## config.mk

```make
export PLATFORM = sky130hd
export DESIGN_NAME = dpy_scan_multi
export DESIGN_NICKNAME = d
export VERILOG_FILES = /design/src/rtl/dpy_scan_multi.sv
export SDC_FILE = /design/constraint.sdc
export NUM_CORES = 1
export LEC_CHECK = 0
export CORE_MARGIN = 1
export CORE_UTILIZATION = 53
export DETAILED_ROUTE_END_ITERATION = 6
export PLACE_DENSITY = 0.79
export SYNTH_ARGS = -nofsm -noshare
export SYNTH_HDL_FRONTEND = slang
export SYNTH_SLANG_ARGS = --single-unit
```

## constraint.sdc

```tcl
create_clock -name clock -period 2.65 [get_ports clock]
set_input_delay 0.3975 -clock clock [delete_from_list [all_inputs] [get_ports clock]]
set_output_delay 0.3975 -clock clock [all_outputs]
set_load 0.02 [all_outputs]
```

## src/rtl/dpy_scan_multi.sv

```systemverilog
// Multiplexed seven-segment scan driver with PWM brightness, leading-zero
// suppression, per-digit blanking and a tear-free (frame-aligned) content update.
// Latency: sel_o/seg_o registered, one cycle after slot/digit state; accepted
//   content shows from the first slot of the following frame.
// Backpressure: upd_ready low while one update is pending; it clears at the frame boundary.
//
// Ports:
//   clock, reset_n          single clock, synchronous active-low reset
//   upd_valid/upd_ready     content handshake; upd_number (nibble per digit), upd_dp
//   blank_mask, lz_en,
//   bright                  live display controls, effective the next cycle
//   blink_mask              digits that blink (only with DPY_BLINK_EN defined)
//   sel_o, seg_o            one-hot digit select, segments {dp,g,f,e,d,c,b,a}
//
// Optional feature: define DPY_BLINK_EN to build the blink frame counter.

module dpy_scan_multi #(
  parameter int DIGIT_CNT    = 8,
  parameter int SCAN_DIV     = 4096,
  parameter int BRIGHT_WIDTH = 3,
  parameter int BLINK_FRAMES = 64
) (
  input  logic                      clock,
  input  logic                      reset_n,
  input  logic                      upd_valid,
  output logic                      upd_ready,
  input  logic [4*DIGIT_CNT-1:0]    upd_number,
  input  logic [DIGIT_CNT-1:0]      upd_dp,
  input  logic [DIGIT_CNT-1:0]      blank_mask,
  input  logic                      lz_en,
  input  logic [BRIGHT_WIDTH-1:0]   bright,
  input  logic [DIGIT_CNT-1:0]      blink_mask,
  output logic [DIGIT_CNT-1:0]      sel_o,
  output logic [7:0]                seg_o
);

  localparam int CW = (SCAN_DIV > 1) ? $clog2(SCAN_DIV) : 1;
  localparam int IW = (DIGIT_CNT > 1) ? $clog2(DIGIT_CNT) : 1;
  localparam logic [CW-1:0] SLOT_LAST = CW'(SCAN_DIV - 1);
  localparam logic [IW-1:0] IDX_LAST  = IW'(DIGIT_CNT - 1);
  localparam logic [CW:0]   PWM_STEP  = (CW+1)'(SCAN_DIV >> BRIGHT_WIDTH);

  logic [CW-1:0]           slot_cnt_q, slot_cnt_d;
  logic [IW-1:0]           idx_q, idx_d;
  logic [4*DIGIT_CNT-1:0]  act_num_q, act_num_d, pend_num_q, pend_num_d;
  logic [DIGIT_CNT-1:0]    act_dp_q, act_dp_d, pend_dp_q, pend_dp_d;
  logic                    pend_full_q, pend_full_d;
  logic [DIGIT_CNT-1:0]    sel_q, sel_d;
  logic [7:0]              seg_q, seg_d;

  logic                    slot_last, frame_end, accept;
  logic                    zero_run;
  logic [DIGIT_CNT-1:0]    lz_sup;
  logic [3:0]              nib;
  logic [CW:0]             bright_ext, pwm_lim;
  logic                    pwm_on;
  logic                    blink_phase, blink_dark;

  function automatic logic [6:0] hex7(input logic [3:0] n);
    case (n)
      4'h0: hex7 = 7'h3F;  4'h1: hex7 = 7'h06;  4'h2: hex7 = 7'h5B;  4'h3: hex7 = 7'h4F;
      4'h4: hex7 = 7'h66;  4'h5: hex7 = 7'h6D;  4'h6: hex7 = 7'h7D;  4'h7: hex7 = 7'h07;
      4'h8: hex7 = 7'h7F;  4'h9: hex7 = 7'h6F;  4'hA: hex7 = 7'h77;  4'hB: hex7 = 7'h7C;
      4'hC: hex7 = 7'h39;  4'hD: hex7 = 7'h5E;  4'hE: hex7 = 7'h79;  default: hex7 = 7'h71;
    endcase
  endfunction

  assign slot_last = (slot_cnt_q == SLOT_LAST);
  assign frame_end = slot_last && (idx_q == IDX_LAST);
  assign upd_ready = !pend_full_q;
  assign accept    = upd_valid && !pend_full_q;

  // Scan counters and the pending/active content pair. An accept can never
  // coincide with a commit: commit needs pend_full, accept needs it clear.
  always_comb begin
    slot_cnt_d  = slot_last ? '0 : slot_cnt_q + CW'(1);
    idx_d       = idx_q;
    if (slot_last) idx_d = (idx_q == IDX_LAST) ? '0 : idx_q + IW'(1);
    act_num_d   = act_num_q;
    act_dp_d    = act_dp_q;
    pend_num_d  = pend_num_q;
    pend_dp_d   = pend_dp_q;
    pend_full_d = pend_full_q;
    if (accept) begin
      pend_num_d  = upd_number;
      pend_dp_d   = upd_dp;
      pend_full_d = 1'b1;
    end else if (frame_end && pend_full_q) begin
      act_num_d   = pend_num_q;
      act_dp_d    = pend_dp_q;
      pend_full_d = 1'b0;
    end
  end

  // A digit is suppressed when it and every digit above it hold zero;
  // digit 0 always shows so an all-zero value still reads "0".
  always_comb begin
    zero_run = 1'b1;
    lz_sup   = '0;
    for (int k = DIGIT_CNT - 1; k >= 0; k--) begin
      zero_run  = zero_run & (act_num_q[4*k +: 4] == 4'd0);
      lz_sup[k] = lz_en & zero_run & (k != 0);
    end
  end

  // Full code gives bright_ext+1 == 2^BRIGHT_WIDTH, so the limit equals SCAN_DIV.
  assign bright_ext = {{(CW + 1 - BRIGHT_WIDTH){1'b0}}, bright};
  assign pwm_lim    = (bright_ext + (CW+1)'(1)) * PWM_STEP;
  assign pwm_on     = ({1'b0, slot_cnt_q} < pwm_lim);

`ifdef DPY_BLINK_EN
  localparam int FW = (BLINK_FRAMES > 1) ? $clog2(BLINK_FRAMES) : 1;
  localparam logic [FW-1:0] FRAME_LAST = FW'(BLINK_FRAMES - 1);

  logic [FW-1:0] frame_cnt_q, frame_cnt_d;
  logic          blink_phase_q, blink_phase_d;

  always_comb begin
    frame_cnt_d   = frame_cnt_q;
    blink_phase_d = blink_phase_q;
    if (frame_end) begin
      if (frame_cnt_q == FRAME_LAST) begin
        frame_cnt_d   = '0;
        blink_phase_d = !blink_phase_q;
      end else begin
        frame_cnt_d   = frame_cnt_q + FW'(1);
      end
    end
  end

  always_ff @(posedge clock) begin
    if (!reset_n) begin
      frame_cnt_q   <= '0;
      blink_phase_q <= 1'b0;
    end else begin
      frame_cnt_q   <= frame_cnt_d;
      blink_phase_q <= blink_phase_d;
    end
  end

  assign blink_phase = blink_phase_q;
`else
  assign blink_phase = 1'b0;
`endif

  assign blink_dark = blink_phase & blink_mask[idx_q];
  assign nib        = act_num_q[{idx_q, 2'b00} +: 4];

  // Select stays asserted while the digit is dark; only segments go low.
  // A suppressed digit keeps its dp, a blanked/blinked/PWM-off one does not.
  always_comb begin
    sel_d        = '0;
    sel_d[idx_q] = 1'b1;
    seg_d        = {act_dp_q[idx_q], hex7(nib)};
    if (lz_sup[idx_q]) seg_d[6:0] = '0;
    if (blank_mask[idx_q] || blink_dark || !pwm_on) seg_d = '0;
  end

  always_ff @(posedge clock) begin
    if (!reset_n) begin
      slot_cnt_q  <= '0;
      idx_q       <= '0;
      act_num_q   <= '0;
      act_dp_q    <= '0;
      pend_num_q  <= '0;
      pend_dp_q   <= '0;
      pend_full_q <= 1'b0;
      sel_q       <= '0;
      seg_q       <= '0;
    end else begin
      slot_cnt_q  <= slot_cnt_d;
      idx_q       <= idx_d;
      act_num_q   <= act_num_d;
      act_dp_q    <= act_dp_d;
      pend_num_q  <= pend_num_d;
      pend_dp_q   <= pend_dp_d;
      pend_full_q <= pend_full_d;
      sel_q       <= sel_d;
      seg_q       <= seg_d;
    end
  end

  assign sel_o = sel_q;
  assign seg_o = seg_q;

endmodule

```

# After elaboration in Yosys (flattened, before gate mapping)
# Memory sizes are Yosys's and may differ from the RTL's. A register that Yosys moved wholly into a read port is not among the register bits.
# Cells that the tools add are included.
# Widths: inputs -> output; s select.
# totals
out_inout_bits	17
n_memories	1
romBits	112
reg_bits	105
# op_classes
shift	1
eq_ne	2
n_mux	11
reduce_logical	19
n_addsub	3
n_lt_le_gt_ge	3
bitwise	15
# mem_list
name	depth	word_bits	read_ports	rd_clocked_by_memory_dff	write_ports	line	source
(no name shown)	16	7	1	1	0	60	case (n)
# ops
op	count
$shiftx 32x6->4	1
$logic_not 4->1	7
$and 1x1->1	13
$lt 12x13->1	1
$add 12x1->12 const B	1
$eq 12x12->1 const B	1
$bmux 1 s3	3
$mux 1	6
$add 3x1->4 const B	1
$logic_and 1x1->1	4
$lt 3x4->1 const B	1
$reduce_or 2->1	2
$add 3x1->3 const B	1
$demux 1 s3	1
$eq 3x3->1 const B	1
$ge 3x1->1 const B	1
$mux 3	1
$reduce_or 3->1	1
$logic_not 1->1	2
$not 1->1	2
$reduce_and 2->1	1
$reduce_bool 2->1	1
$logic_or 1x1->1	1

# Depth between registers and ports, before layout
# logic_depth
depth_word	11
mapped_depth	11

# Least setup slack after synthesis
# OpenSTA, ideal clock, no wires.
# synth_path
path_type	reg-to-reg
startpoint	reg idx_q[1]
endpoint	reg seg_q[1] (netlist: seg_o[1])
synth_period_minus_slack_ns	2.422
slack_ns	0.228
path_stages_with_launch	11
t_arrival_ns	2.289
path_buffers	3
t_required_ns	2.517
cell_sequence	dfxtp_1 buf_2 buf_2 buf_1 mux4_2 o21ai_0 inv_1 ha_1 or2_2 a21oi_1 a211oi_1
# synth_between
elab_chain_len	4
elab_cells_between_ends	7
# synth_lines
item	line	source
from (decl)	44	logic [IW-1:0] idx_q, idx_d;
from (signal assigned)	172	idx_q <= idx_d;
$bmux 1 s3	156	if (blank_mask[idx_q] || blink_dark || !pwm_on) seg_d = '0;
$mux 1 (not written as such)	156	
$logic_or 1x1->1	156	
$reduce_or 3->1 (no source line)	n/a	
to (decl)	49	logic [7:0] seg_q, seg_d;
# Several ways; a longest one is shown, not always the timed one. The select of a mux whose other input is x is not followed.
# A chain may end at the register's enable or synchronous reset.

# Worst setup path in the final report
# layout_path
startpoint	reg idx_q[1]
endpoint	reg seg_q[3] (netlist: seg_o[3])
# The elaborated chain is that of the path after synthesis.

==> metrics.cfg <==
[setup_path]
cp_slowest_cell = dfxtp_1
slowest_delay_ns = 0.57
r2r_cells = 7
crit_path_start_kind = register
crit_type = reg2reg
path_max_fanout = 10
end_kind = register
crit_chain = buf_4 > mux4_2 > o21ai_0 > inv_1 > ha_1 > mux2_2 > a211oi_1
regToRegStartpoint = idx_q[1]$_SDFFE_PN0N_
r2r_slack_ns = 0.26
path_buf_inv = 2
cp_top_family = flip-flops
worst-path-stages = 7
cp.arrival_ns = 2.67
worstPathRequired_ns = 2.93
r2r_end = seg_o[3]$_SDFF_PP0_

[logic_synthesis]
ys_ff_latch = 112
async_flop_share_pct = 0
yosysSeqAreaShare_pct = 45.0
syn_area_um2 = 4980
synth_cell_types = 53
yosysTopAreaCell = dfxtp_1
synthesis.nets = 648
synth-edff-count = 0
ys.flop_type = dfxtp_1
yosysWarningCount = 0
synth_top_area_share_pct = 45.0
syn_inst = 572
avgSynthCellArea_um2 = 8.71
yosys-top-cells-area = dfxtp_1 45%, nand2_1 13%, a21boi_0 6.2%

[sta]
skew_ns = 0.0117
rsz0062_at_grt = false
setup_viol = 0
worst_slack_ns = 0.262
slew_headroom_pct = 54.7
worstMarginPinSlew_ns = 0.680
min_period_ns = 2.39
setup-tns-final_ns = 0
layout_worst_path_cycle_share_pct = 90.1
final-hold-violation-count = 0
max_freq_mhz = 419
final_max_slew_viol_count = 0

[floorplan]
core_area_um2 = 9150
initial_core_util_pct = 54.4
die_w_um = 98.9
std_cell_rows = 35
die_area_um2 = 9790
io_pins = 80
die_y_um = 98.9

[route]
via_count = 4027
ant_nets = 0
wl_um = 9930
drtPass1Iterations = 5
post_drt_wl_per_cell_um = 13.3
drt_first_iter_violations = 131
drc_errors = 0
avgViaCountPerCell = 5.38

[final_layout]
drive_gt1_share_pct = 8.63
seqCellArea_um2 = 2240
nNetsFinal = 708
syn_to_final_growth_pct = 19.4
diodes = 0
multi_input_area_um2 = 2520
fillers = 784

[clock_tree]
cts_tree = yes
clk_pin_slew_ns = 0.10
cts_hold_buffers = 0
cts.sinks = 112
cts_made_buffers = 9
clockBufferDepth = 2
h-tree-depth = 3
clkLatencyLatePin_ns = 0.37
cts_root_buffer = clkbuf_8

[pwr]
power_density_nw_per_um2 = 495
vdd_ir_drop_max_mv = 0.237
p_leak_nw = 2.13

[global_route]
grt_max_degree = 91
grt-ovfl-total = 0
grt_pass1_wl_um = 16600
grt_antenna_before_repair = 0
grt_pass1_vias = 3684
grt_use_total_pct = 21.2

[min_path]
hold_class = reg2reg
hold_path_end = act_dp_q[4]$_SDFFE_PN0P_
hp-start = act_dp_q[4]$_SDFFE_PN0P_
min_path_cells = 2

[status]
status = complete, no violations

[run]
drv_cap = 0

[placed_design]
portBuffers = 71
pre_cts_ws_ns = -0.0535
post-dp-hpwl_um = 7320
gp_congestion = 0.904

[stage by stage]
| step | util (%) | hold WS [ns] | std cells | total power, mW | instance area [um^2] |
|---|---|---|---|---|---|
| final | 65.0 | 0.455 | 748 | 2.95 | 5950 |
| after global routing | 65.0 | 0.476 | 748 | 3.07 | 5950 |
| after CTS | 65.0 | 0.459 | 748 | 2.96 | 5950 |
| after detailed placement | 63.0 | 0.445 | 732 | 2.03 | 5760 |
| after global placement | 63.0 | 0.441 | 732 | 2.02 | 5760 |
| after floorplan | - | 0.431 | 572 | 1.91 | 4980 |
[worst reg2reg max path, cell delays in order, from the launching register on]
cell,delay [ns]
dfxtp_1,0.57
buf_4,0.23
mux4_2,0.28
o21ai_0,0.19
inv_1,0.22
ha_1,0.28
mux2_2,0.28
a211oi_1,0.24
[repair_timing]
| item | in CTS | in global routing |
|---|---|---|
| buffers inserted | 0 | 0 |
| resized for setup | 0 | 1 |
| endpoints found under the setup margin | 0 | 2 |
[how the worst max path moves through the flow]
stage,from,to,slack [ns]
after floorplan,idx_q[1]$_SDFFE_PN0N_,seg_o[1]$_SDFF_PP0_,0.23
after global placement,bright[0],seg_o[5]$_SDFF_PP0_,0.1
after detailed placement,bright[0],seg_o[2]$_SDFF_PP0_,-0.05
after CTS,idx_q[0]$_SDFFE_PN0N_,seg_o[0]$_SDFF_PP0_,0.15
after global routing,idx_q[0]$_SDFFE_PN0N_,seg_o[0]$_SDFF_PP0_,0.11
final,idx_q[1]$_SDFFE_PN0N_,seg_o[3]$_SDFF_PP0_,0.26
[Yosys cell counts, types with 2 or more instances]
| master | n |
|---|---|
| nand2b_1 | 5 |
| dfxtp_1 | 112 |
| nor3_1 | 4 |
| a21oi_1 | 9 |
| xnor2_1 | 4 |
| buf_4 | 7 |
| nand3b_1 | 2 |
| buf_6 | 2 |
| mux2_2 | 7 |
| and3_1 | 2 |
| a21boi_0 | 41 |
| a211oi_1 | 3 |
| and2_1 | 4 |
| xor2_1 | 5 |
| mux2i_4 | 2 |
| buf_1 | 3 |
| mux2i_1 | 9 |
| nand2_1 | 175 |
| nor2b_1 | 8 |
| a21boi_1 | 39 |
| nor4_1 | 6 |
| a22oi_1 | 2 |
| a221oi_1 | 2 |
| a31oi_1 | 2 |
| o21ai_0 | 6 |
| nor2_1 | 26 |
| buf_2 | 4 |
| clkbuf_1 | 23 |
| ha_1 | 13 |
| nand3_1 | 5 |
| or3_1 | 4 |
| o21a_1 | 2 |
| mux4_2 | 5 |
| nand4_1 | 4 |
| inv_1 | 7 |
[cells in the final DEF (no fill, tap or decap), drive strengths merged, types with 2 or more instances in the layout]
master,n
and3,2
a21oi,9
nand3,5
buf,18
o211ai,2
nor4,7
o21ai,7
nand2,175
inv,8
a22oi,2
ha,13
a31oi,2
o21a,2
mux4,5
clkinv,3
nor3,4
a221oi,2
a311oi,2
xnor2,4
a211oi,4
mux2i,11
nand3b,2
clkdlybuf4s50,70
a21boi,80
nand2b,5
or3,4
nor2b,8
xor2,5
nand4,4
and2,4
mux2,7
dfxtp,112
clkbuf,12
nor2,27
[registers in the layout, indices dropped and copies added (netlist names)]
name and cells:
sel_o 8, pend_full_q 1, pend_num_q 32, idx_q 3, act_dp_q 8, pend_dp_q 8, slot_cnt_q 12, act_num_q 32
seg_o 8
[cell families (layout without fill, tap and decap cells)]
| logic type | count (synthesis) | after routing | synth area share [%] |
|---|---|---|---|
| adders and majority gates | 13 | 13 | 3.27 |
| xor gates and xnor gates | 9 | 9 | 1.58 |
| AOI/OAI and AO/OA | 119 | 119 | 17.7 |
| and+or+nand+nor | 250 | 250 | 21.5 |
| DFF | 112 | 112 | 45.0 |
| buffers and inverters | 46 | 111 | 4.40 |
| muxes | 23 | 23 | 6.56 |
[area by class of cell]
class                           count  share of cell area [%]
Sequential cell                   112                    37.7
Clock inverter                      4                   0.463
Inverter                            7                   0.442
Clock buffer                       12                    2.61
Tap cell                          111                    2.34
Multi-Input combinational cell    414                    42.4
Timing Repair Buffer               88                    14.0
[layer usage]
metal | wire (um) | vias to the layer above | track usage (%)
met5 | 0 | - | 0
met4 | 123 | 0 | 6.89
met3 | 378 | 11 | 5.11
met2 | 4910 | 76 | 36.8
met1 | 4520 | 1894 | 25.9
li1 | - | 2046 | -
[power breakdown]
part,switching [mW],internal [mW],leakage (nW)
Sequential,0.0249,1.73,0.911
Clock,0.558,0.397,0.0967
Combinational,0.103,0.135,1.12
No activity file was read; power rests on OpenSTA's default activity.
